--- src/rtl/dual_issue_if.sv ---
// Bundle between the dual-issue fetch stage and its issue controller: the
// instruction pair, the stall and branch-resolve inputs, and the issue decision.
interface dual_issue_if #(
    parameter int DATA_WIDTH = 32,
    parameter int CNT_WIDTH  = 32
);
    logic [DATA_WIDTH-1:0] InstrA;
    logic [DATA_WIDTH-1:0] InstrB;
    logic                  stall_ext;
    logic                  br_resolved;
    logic                  IssueA;
    logic                  IssueB;
    logic                  PCSrc;
    logic                  IncrSrc;
    logic [CNT_WIDTH-1:0]  dual_cnt;
    logic [CNT_WIDTH-1:0]  single_cnt;

    modport master (
        output InstrA, InstrB, stall_ext, br_resolved,
        input  IssueA, IssueB, PCSrc, IncrSrc, dual_cnt, single_cnt
    );

    modport slave (
        input  InstrA, InstrB, stall_ext, br_resolved,
        output IssueA, IssueB, PCSrc, IncrSrc, dual_cnt, single_cnt
    );
endinterface

--- src/rtl/dual_issue_ctrl.sv ---
// Dual-issue controller: decides per cycle whether to issue both, only A, or neither,
// using a load-latency scoreboard and a branch-wait state machine.
module dual_issue_ctrl #(
    parameter int DATA_WIDTH = 32,
    parameter int LOAD_LAT   = 3,
    parameter int CNT_WIDTH  = 32
) (
    input  logic         clk,
    input  logic         rst,
    dual_issue_if.slave  bus
);
    localparam int SBW = (LOAD_LAT < 1) ? 1 : $clog2(LOAD_LAT + 1);
    // Counter holds the cycles still blocked after the issue cycle, so a dependent
    // instruction issues exactly LOAD_LAT cycles after the load.
    localparam logic [SBW-1:0] SB_SET = SBW'(LOAD_LAT - 1);

    localparam logic [6:0] OPC_OP     = 7'b0110011;
    localparam logic [6:0] OPC_OPIMM  = 7'b0010011;
    localparam logic [6:0] OPC_LOAD   = 7'b0000011;
    localparam logic [6:0] OPC_STORE  = 7'b0100011;
    localparam logic [6:0] OPC_LUI    = 7'b0110111;
    localparam logic [6:0] OPC_AUIPC  = 7'b0010111;
    localparam logic [6:0] OPC_JAL    = 7'b1101111;
    localparam logic [6:0] OPC_JALR   = 7'b1100111;
    localparam logic [6:0] OPC_BRANCH = 7'b1100011;

    localparam logic [0:0] RUN     = 1'b0;
    localparam logic [0:0] WAIT_BR = 1'b1;

    function automatic logic writes_rd(input logic [6:0] op);
        case (op)
            OPC_OP, OPC_OPIMM, OPC_LOAD, OPC_LUI,
            OPC_AUIPC, OPC_JAL, OPC_JALR: writes_rd = 1'b1;
            default:                      writes_rd = 1'b0;
        endcase
    endfunction

    function automatic logic reads_rs1(input logic [6:0] op);
        case (op)
            OPC_LUI, OPC_AUIPC, OPC_JAL: reads_rs1 = 1'b0;
            default:                     reads_rs1 = 1'b1;
        endcase
    endfunction

    function automatic logic reads_rs2(input logic [6:0] op);
        case (op)
            OPC_OP, OPC_STORE, OPC_BRANCH: reads_rs2 = 1'b1;
            default:                       reads_rs2 = 1'b0;
        endcase
    endfunction

    function automatic logic is_cf(input logic [6:0] op);
        is_cf = (op == OPC_BRANCH) || (op == OPC_JAL) || (op == OPC_JALR);
    endfunction

    function automatic logic is_mem(input logic [6:0] op);
        is_mem = (op == OPC_LOAD) || (op == OPC_STORE);
    endfunction

    logic [0:0]           state_q, state_d;
    logic [SBW-1:0]       sb_q [1:31];
    logic [SBW-1:0]       sb_d [1:31];
    logic [CNT_WIDTH-1:0] dual_q, dual_d, single_q, single_d;

    logic [6:0] op_a_s, op_b_s;
    logic [4:0] rd_a_s, rs1_a_s, rs2_a_s, rd_b_s, rs1_b_s, rs2_b_s;
    logic       wa_s, wb_s, hazard_a_s, hazard_b_s, pair_ok_s;
    logic       issue_a_s, issue_b_s, ld_a_s, ld_b_s;
    logic [31:0] busy_s;

    assign op_a_s  = bus.InstrA[6:0];
    assign rd_a_s  = bus.InstrA[11:7];
    assign rs1_a_s = bus.InstrA[19:15];
    assign rs2_a_s = bus.InstrA[24:20];
    assign op_b_s  = bus.InstrB[6:0];
    assign rd_b_s  = bus.InstrB[11:7];
    assign rs1_b_s = bus.InstrB[19:15];
    assign rs2_b_s = bus.InstrB[24:20];

    assign wa_s = writes_rd(op_a_s) && (rd_a_s != 5'd0);
    assign wb_s = writes_rd(op_b_s) && (rd_b_s != 5'd0);

    // Busy vector from the pre-issue scoreboard; x0 is never busy.
    always_comb begin
        busy_s    = 32'd0;
        busy_s[0] = 1'b0;
        for (int i = 1; i < 32; i++) begin
            busy_s[i] = (sb_q[i] != '0);
        end
    end

    assign hazard_a_s = (reads_rs1(op_a_s) && busy_s[rs1_a_s]) ||
                        (reads_rs2(op_a_s) && busy_s[rs2_a_s]) ||
                        (wa_s && busy_s[rd_a_s]);
    assign hazard_b_s = (reads_rs1(op_b_s) && busy_s[rs1_b_s]) ||
                        (reads_rs2(op_b_s) && busy_s[rs2_b_s]) ||
                        (wb_s && busy_s[rd_b_s]);

    assign pair_ok_s = !is_cf(op_a_s) &&
                       !(is_mem(op_a_s) && is_mem(op_b_s)) &&
                       !(wa_s && reads_rs1(op_b_s) && (rs1_b_s == rd_a_s)) &&
                       !(wa_s && reads_rs2(op_b_s) && (rs2_b_s == rd_a_s)) &&
                       !(wa_s && wb_s && (rd_b_s == rd_a_s));

    assign issue_a_s = (state_q == RUN) && !bus.stall_ext && !rst && !hazard_a_s;
    assign issue_b_s = issue_a_s && pair_ok_s && !hazard_b_s;
    assign ld_a_s    = issue_a_s && (op_a_s == OPC_LOAD) && (rd_a_s != 5'd0);
    assign ld_b_s    = issue_b_s && (op_b_s == OPC_LOAD) && (rd_b_s != 5'd0);

    assign bus.IssueA     = issue_a_s;
    assign bus.IssueB     = issue_b_s;
    assign bus.PCSrc      = !issue_a_s;
    assign bus.IncrSrc    = issue_b_s;
    assign bus.dual_cnt   = dual_q;
    assign bus.single_cnt = single_q;

    // Scoreboard next state: a new load sets its rd, everything else counts down.
    always_comb begin
        for (int i = 1; i < 32; i++) begin
            sb_d[i] = sb_q[i];
            if ((ld_a_s && (rd_a_s == 5'(i))) || (ld_b_s && (rd_b_s == 5'(i)))) begin
                sb_d[i] = SB_SET;
            end else if (sb_q[i] != '0) begin
                sb_d[i] = sb_q[i] - SBW'(1);
            end else begin
                sb_d[i] = sb_q[i];
            end
        end
    end

    // Branch-wait FSM and performance counter next state.
    always_comb begin
        state_d  = state_q;
        dual_d   = dual_q;
        single_d = single_q;
        case (state_q)
            RUN: begin
                if ((issue_a_s && is_cf(op_a_s)) || (issue_b_s && is_cf(op_b_s))) begin
                    state_d = WAIT_BR;
                end else begin
                    state_d = RUN;
                end
            end
            WAIT_BR: begin
                if (bus.br_resolved) begin
                    state_d = RUN;
                end else begin
                    state_d = WAIT_BR;
                end
            end
            default: state_d = RUN;
        endcase
        if (issue_a_s && issue_b_s) begin
            dual_d = dual_q + CNT_WIDTH'(1);
        end else if (issue_a_s) begin
            single_d = single_q + CNT_WIDTH'(1);
        end else begin
            dual_d = dual_q;
        end
    end

    // State registers with synchronous reset discarding all tracking.
    always_ff @(posedge clk) begin
        if (rst) begin
            state_q  <= RUN;
            dual_q   <= '0;
            single_q <= '0;
            for (int i = 1; i < 32; i++) begin
                sb_q[i] <= '0;
            end
        end else begin
            state_q  <= state_d;
            dual_q   <= dual_d;
            single_q <= single_d;
            for (int i = 1; i < 32; i++) begin
                sb_q[i] <= sb_d[i];
            end
        end
    end
endmodule

--- src/flat_wrapper.sv ---
// flat-port wrapper written by rule: the top's interface ports become plain ports
module dual_issue_ctrl_flat 
#(
    parameter int DATA_WIDTH = 32,
    parameter int LOAD_LAT   = 3,
    parameter int CNT_WIDTH  = 32
)
  (clk, rst, bus_InstrA, bus_InstrB, bus_stall_ext, bus_br_resolved, bus_IssueA, bus_IssueB, bus_PCSrc, bus_IncrSrc, bus_dual_cnt, bus_single_cnt);
  dual_issue_if #(.DATA_WIDTH(DATA_WIDTH), .CNT_WIDTH(CNT_WIDTH)) bus_i ();
  input  logic clk;
  input  logic rst;
  input wire logic [$bits(bus_i.InstrA)-1:0] bus_InstrA;
  input wire logic [$bits(bus_i.InstrB)-1:0] bus_InstrB;
  input wire logic [$bits(bus_i.stall_ext)-1:0] bus_stall_ext;
  input wire logic [$bits(bus_i.br_resolved)-1:0] bus_br_resolved;
  output wire logic [$bits(bus_i.IssueA)-1:0] bus_IssueA;
  output wire logic [$bits(bus_i.IssueB)-1:0] bus_IssueB;
  output wire logic [$bits(bus_i.PCSrc)-1:0] bus_PCSrc;
  output wire logic [$bits(bus_i.IncrSrc)-1:0] bus_IncrSrc;
  output wire logic [$bits(bus_i.dual_cnt)-1:0] bus_dual_cnt;
  output wire logic [$bits(bus_i.single_cnt)-1:0] bus_single_cnt;
  assign bus_i.InstrA = bus_InstrA;
  assign bus_i.InstrB = bus_InstrB;
  assign bus_i.stall_ext = bus_stall_ext;
  assign bus_i.br_resolved = bus_br_resolved;
  assign bus_IssueA = bus_i.IssueA;
  assign bus_IssueB = bus_i.IssueB;
  assign bus_PCSrc = bus_i.PCSrc;
  assign bus_IncrSrc = bus_i.IncrSrc;
  assign bus_dual_cnt = bus_i.dual_cnt;
  assign bus_single_cnt = bus_i.single_cnt;
  dual_issue_ctrl #(.DATA_WIDTH(DATA_WIDTH), .LOAD_LAT(LOAD_LAT), .CNT_WIDTH(CNT_WIDTH)) u_core (.clk(clk), .rst(rst), .bus(bus_i));
endmodule
--- config.mk ---
export PLATFORM = sky130hd
export DESIGN_NAME = dual_issue_ctrl_flat
export DESIGN_NICKNAME = d
export VERILOG_FILES = /design/src/rtl/dual_issue_if.sv /design/src/rtl/dual_issue_ctrl.sv /design/src/flat_wrapper.sv
export SDC_FILE = /design/constraint.sdc
export NUM_CORES = 1
export LEC_CHECK = 0
export ABC_AREA = 1
export CAP_MARGIN = 20
export CORE_UTILIZATION = 50
export CTS_CLUSTER_DIAMETER = 60
export DETAILED_ROUTE_END_ITERATION = 8
export PLACE_DENSITY_LB_ADDON = 0.15
export SLEW_MARGIN = 20
export SYNTH_ARGS = -nofsm -noshare
export SYNTH_HDL_FRONTEND = slang
export SYNTH_SLANG_ARGS = --single-unit
export TNS_END_PERCENT = 30
--- constraint.sdc ---
create_clock -name clk -period 3.2 [get_ports clk]
set_clock_uncertainty 0.2 [all_clocks]
set_input_delay 0.64 -clock clk [delete_from_list [all_inputs] [get_ports clk]]
set_output_delay 0.64 -clock clk [all_outputs]
set_load 0.05 [all_outputs]
-- Word-level counts from Yosys, hierarchy flattened
Memory sizes are Yosys's and may differ from the RTL's.
Index checks and enable logic that the tools add are counted.
- bitwise operators: 33
- multiplexer cells: 117
- add/sub/neg operators: 33
- magnitude comparators: 6
- reductions and logical operators: 185
- equality and inequality tests: 83
- operator list (operator ; number):
    two-way mux 2 bit ; 93
    equality test 5 bit, second input constant ; 32
    logical AND 1 bit ; 93
    equality test 5 x 4 -> 1 bit, second input constant ; 16
    adder 32 x 1 -> 32 bit, second input constant ; 2
    nonzero test 2 bit ; 31
    subtractor 2 x 1 -> 2 bit, second input constant ; 31
    equality test 7 x 6 -> 1 bit, second input constant ; 6
    equality test 7 bit, second input constant ; 6
    logical OR 1 bit ; 42
    equality test 5 x 3 -> 1 bit, second input constant ; 8
    < comparator 5 x 6 -> 1 bit, second input constant ; 6
    OR 1 bit ; 31
    binary-select mux 1 bit (select 5 bit) ; 6
    equality test 7 x 5 -> 1 bit, second input constant ; 4
    equality test 5 x 2 -> 1 bit, second input constant ; 4
    two-way mux 1 bit ; 17
    equality test 5 bit ; 3
    equality test 7 x 2 -> 1 bit, second input constant ; 2
    OR reduction 7 bit ; 2
    OR reduction 3 bit ; 4
    equality test 5 x 1 -> 1 bit, second input constant ; 2
    zero test 1 bit ; 10
    nonzero test 5 bit ; 2
    other kinds (3) ; 4
- word-level logic and storage cells: 461
- bits in registers: 65
- memories: 1
- input port bits: 68
- memory bits (writable): 62
- memory list (memory ; depth ; bits a word ; read ports ; clocked after memory_dff ; write ports ; RTL line ; text):
    u_core.sb_q ; 31 ; 2 ; 31 ; 0 ; 31 ; dual_issue_ctrl.sv:61 ; logic [SBW-1:0] sb_q [1:31];

-- Longest topological paths before layout
- depth in word-level cells: 18
- mapped depth: 19
- mapped depth without buffers: 18

-- Worst setup path after synthesis
No wires, ideal clock.
- path type: input port to output port
- start point: input bus_InstrA[9]
- end point: output bus_IssueB
- path buffers: 4
- required time: 2360 ps
- path slack: -79 ps
- stages on the path: 17
- arrival: 2439 ps
- cell sequence: buf_2 nor2_1 nand3_1 nand2_1 inv_1 nand2_1 nor2_1 nand2_1 nand2_1 nand3_1 nand3_1 nor2_1 buf_2 nand2_4 inv_2 buf_4 buf_4
- longest elaborated chain between the ends: 10
- elaborated cells on any way between the ends: 25
- those cells by class: 3 x eq/ne; 2 x mux; 20 x reduce/logical
- ends and longest elaborated chain (item ; RTL line ; text):
    from (decl) ; flat_wrapper.sv:12 ; input wire logic [$bits(bus_i.InstrA)-1:0] bus_InstrA;
    branches (longest 8 deep; another with binary-select mux 1 bit (select 5 bit)) ; -- ;
    logical AND 1 bit (*) (2 in series) ; dual_issue_ctrl.sv:106 ; assign issue_b_s = issue_a_s && pair_ok_s && !hazard_b_s;
    to (decl) ; flat_wrapper.sv:17 ; output wire logic [$bits(bus_i.IssueB)-1:0] bus_IssueB;
Mark *: on every way between the ends. The select of a mux whose other input is x is not followed.

-- Worst setup path in the final report
- start point: input bus_InstrB[17]
- end point: output bus_IncrSrc
- longest elaborated chain between the ends: 8
- elaborated cells on any way between the ends: 14
- those cells by class: 1 x eq/ne; 2 x mux; 11 x reduce/logical
- ends and longest elaborated chain (item ; RTL line ; text):
    from (decl) ; flat_wrapper.sv:13 ; input wire logic [$bits(bus_i.InstrB)-1:0] bus_InstrB;
    branches (longest 7 deep; another with binary-select mux 1 bit (select 5 bit)) ; -- ;
    logical AND 1 bit (*) ; dual_issue_ctrl.sv:106 ;
    to (decl) ; flat_wrapper.sv:19 ; output wire logic [$bits(bus_i.IncrSrc)-1:0] bus_IncrSrc;
Marks and branches as above.

==> flow_summary.yaml <==
floorplanning:
  die_w_um: 137.8
  ios: 136
  start_util_pct: 51.15
  rows: 49
  die_area_um2: 18980
  die_h_um: 137.8
  design.core.area_um2: 18020
synthesis:
  yosysTopAreaCell: "dfxtp_1"
  synth_seq_area_share_pct: 27.58
  yosys_warnings: 0
  synth_nets: 1640
  netlist_area_um2: 9219
  netlist_top_cells_area: "dfxtp_1 (28%), nand2_1 (20%), nand3_1 (7.5%), nor2_1 (6.4%), inv_1 (6.2%)"
  postSynthCellCount: 1570
  synth_cell_types: 32
  synth_edf_count: 0
  synth_ff_type: "dfxtp_1"
  ys_ff_latch: 127
  synth-async-reset-ratio_pct: 0
  synth_area_per_cell_um2: 5.872
  yosysTopAreaCellShare_pct: 27.58
global_route:
  antenna_found_initial: 0
  grt_pass1_wl_mm: 52.10
  grt-ovfl-total: 0
  grt_max_degree: 89
  grt_usage_pct: 35.94
  grt_pass1_vias: 9865
placement:
  dp.cells: 1967
  dp.final_hpwl_mm: 24.86
  routabilityCongestion: 0.9827
  io_buffers: 115
  pre_cts_ws_ps: -505.5
  dpl_cell_area_um2: 11390
critical_path:
  rrSetupSlack_ps: 360
  worstPathArrival_ps: 2290
  crit_family: "buffers and inverters"
  crit_type: "input pin to primary output"
  start_kind: "input pin"
  path_buf_inv: 4
  slowest_stage: "clkdlybuf4s50_1"
  critPathMostFrequentCell: "nand3_1"
  max_stage_delay_ps: 540
  crit_required_ps: 2360
  crit_chain: "clkdlybuf4s50_1 > inv_1 > nand3_1 > nand3_1 > nand2_1 > nand2_1 > nand3_1 > nand2_2 > nor2_4 > nand2_4 > inv_6 > buf_12"
  critPathMaxFanout: 4
  worstSetupEndpointType: "primary output"
timing:
  timing.fmax_mhz: 320.0
  relSlewSlack_pct: 33.54
  worst_pin_slew_ps: 997.0
  fin_tns_setup_ps: 0
  setup_viol: 0
  period_minus_slack_ps: 3125
  finalMaxSlewViolations: 0
  period_share_pct: 97.66
  hold_viol_final: 0
  holdWs_ps: 243.2
  fin_ws_ps: 74.90
final_layout:
  stdcell_count: 2014
  design_area_um2: 12340
  nets: 1842
  fillerInstances: 1738
  areaGrowthSynthToFinish_pct: 33.88
  drive_above_1_share_pct: 15.52
  final_common_cell: "nand2_1"
  num_antenna_cells: 0
  layout_common_cells: "nand2_1 (488), inv_1 (140), nor2_1 (135), nand3_1 (132), dfxtp_1 (127)"
cts:
  root_buffer: "clkbuf_16"
  clockBufferDepth: 2
  cts_inserted_buffers: 17
  clkTransAtPathRegs_ps: 60
  cts_sinks: 127
  clock_latency_ps: 430
  htreeDepth: 4
  cts_tree: "built"
power:
  ir_drop_mv: 0.4061
  powerDensity_nw_per_um2: 351.1
  p_leak_nw: 5.373
drt:
  drc: 0
  drt_iter0_markers: 1226
  detail-route-antenna-nets: 0
  drt-met1-wl_mm: 15.42
  dr_wl_met2_mm: 14.64
  top_layer_used: "met4"
  firstDrtPassIters: 6
  viasPerCell: 5.570
  avgRoutedWirePerCell_um: 16.96
  wirelength_mm: 34.16
  wl_met3_mm: 3.304
  vias: 11220
status:
  status: "finished, final reports clean"
job:
  drv_cap: 0
min_path:
  hold_path_class: "flip-flop to flip-flop"
[final timing paths]
path	start	to	cells past startpoint
min reg2reg	u_core.sb_q[14][0]	u_core.sb_q[14][0]	1
max reg2reg	u_core.sb_q[25][0]	u_core.bus.single_cnt[29]	15
max	bus_InstrB[17]	bus_IncrSrc	12
min	u_core.sb_q[14][0]	u_core.sb_q[14][0]	1
[repair_timing]
| item | in CTS | in global routing |
|---|---|---|
| endpoints found under the setup margin | 38 | 7 |
| hold buffers | 0 | 0 |
| gates resized for setup | 66 | 79 |
| pin swaps | 20 | 32 |
| endpoints found under the hold margin | 0 | 0 |
| setup buffers | 9 | 9 |
[through the flow]
stage / power, mW / utilization, %
after floorplan: 1.960 / -
after global placement: 2.234 / 63.18
after detailed placement: 2.234 / 63.18
after CTS: 4.332 / 67.50
after global routing: 4.459 / 68.47
final: 4.334 / 68.47
[synthesized netlist by cell type (all sizes together) (19+ instances only)]
cell type,count
nand2,506
inv,167
nor2,164
nand3,139
dfxtp,127
nor3,98
a21oi,72
nand4,72
buf,43
xor2,42
o21ai,38
clkbuf,29
xnor2,24
nor4,19
o211ai,19
[kinds of logic (layout without fill, tap and decap cells)]
| logic type | count (synthesis) | in the layout | share of synthesized area [%] |
|---|---|---|---|
| simple gates | 999 | 999 | 47.16 |
| buf+inv | 241 | 456 | 10.71 |
| compound gates | 135 | 135 | 8.008 |
| flops | 127 | 127 | 27.58 |
| xor+xnor | 66 | 66 | 6.270 |
| fa+ha+maj | 2 | 2 | 0.2714 |
[registers in the layout, indices dropped and copies added, names as in the netlist]
register	count
u_core.sb_q	62
u_core.bus.dual_cnt	32
u_core.state_q	1
u_core.bus.single_cnt	32
[per-layer routing]
layer,track usage [%],up-vias
met1,51.75,5087
met2,53.02,554
met4,12.56,0
met3,6.586,74
met5,0,-
li1,-,5502
[power by group]
part | total (mW) | switching [mW] | internal, mW
clock | 2.09 | 0.806 | 1.28
combinational | 0.656 | 0.404 | 0.252
sequential | 1.59 | 0.00331 | 1.58
total | 4.33 | 1.21 | 3.12
[layout make-up]
cell class                 count  area (um^2)  area share (%)
clock buffer                  19        452.9           3.670
clock inverter                13        175.2           1.419
inverter                     169        654.4           5.302
multi-input combinational   1202         5897           47.78
sequential                   127         2542           20.60
tap                          229        286.5           2.322
timing repair buffer         255         2333           18.91
Power figures use the tool's default switching activity.
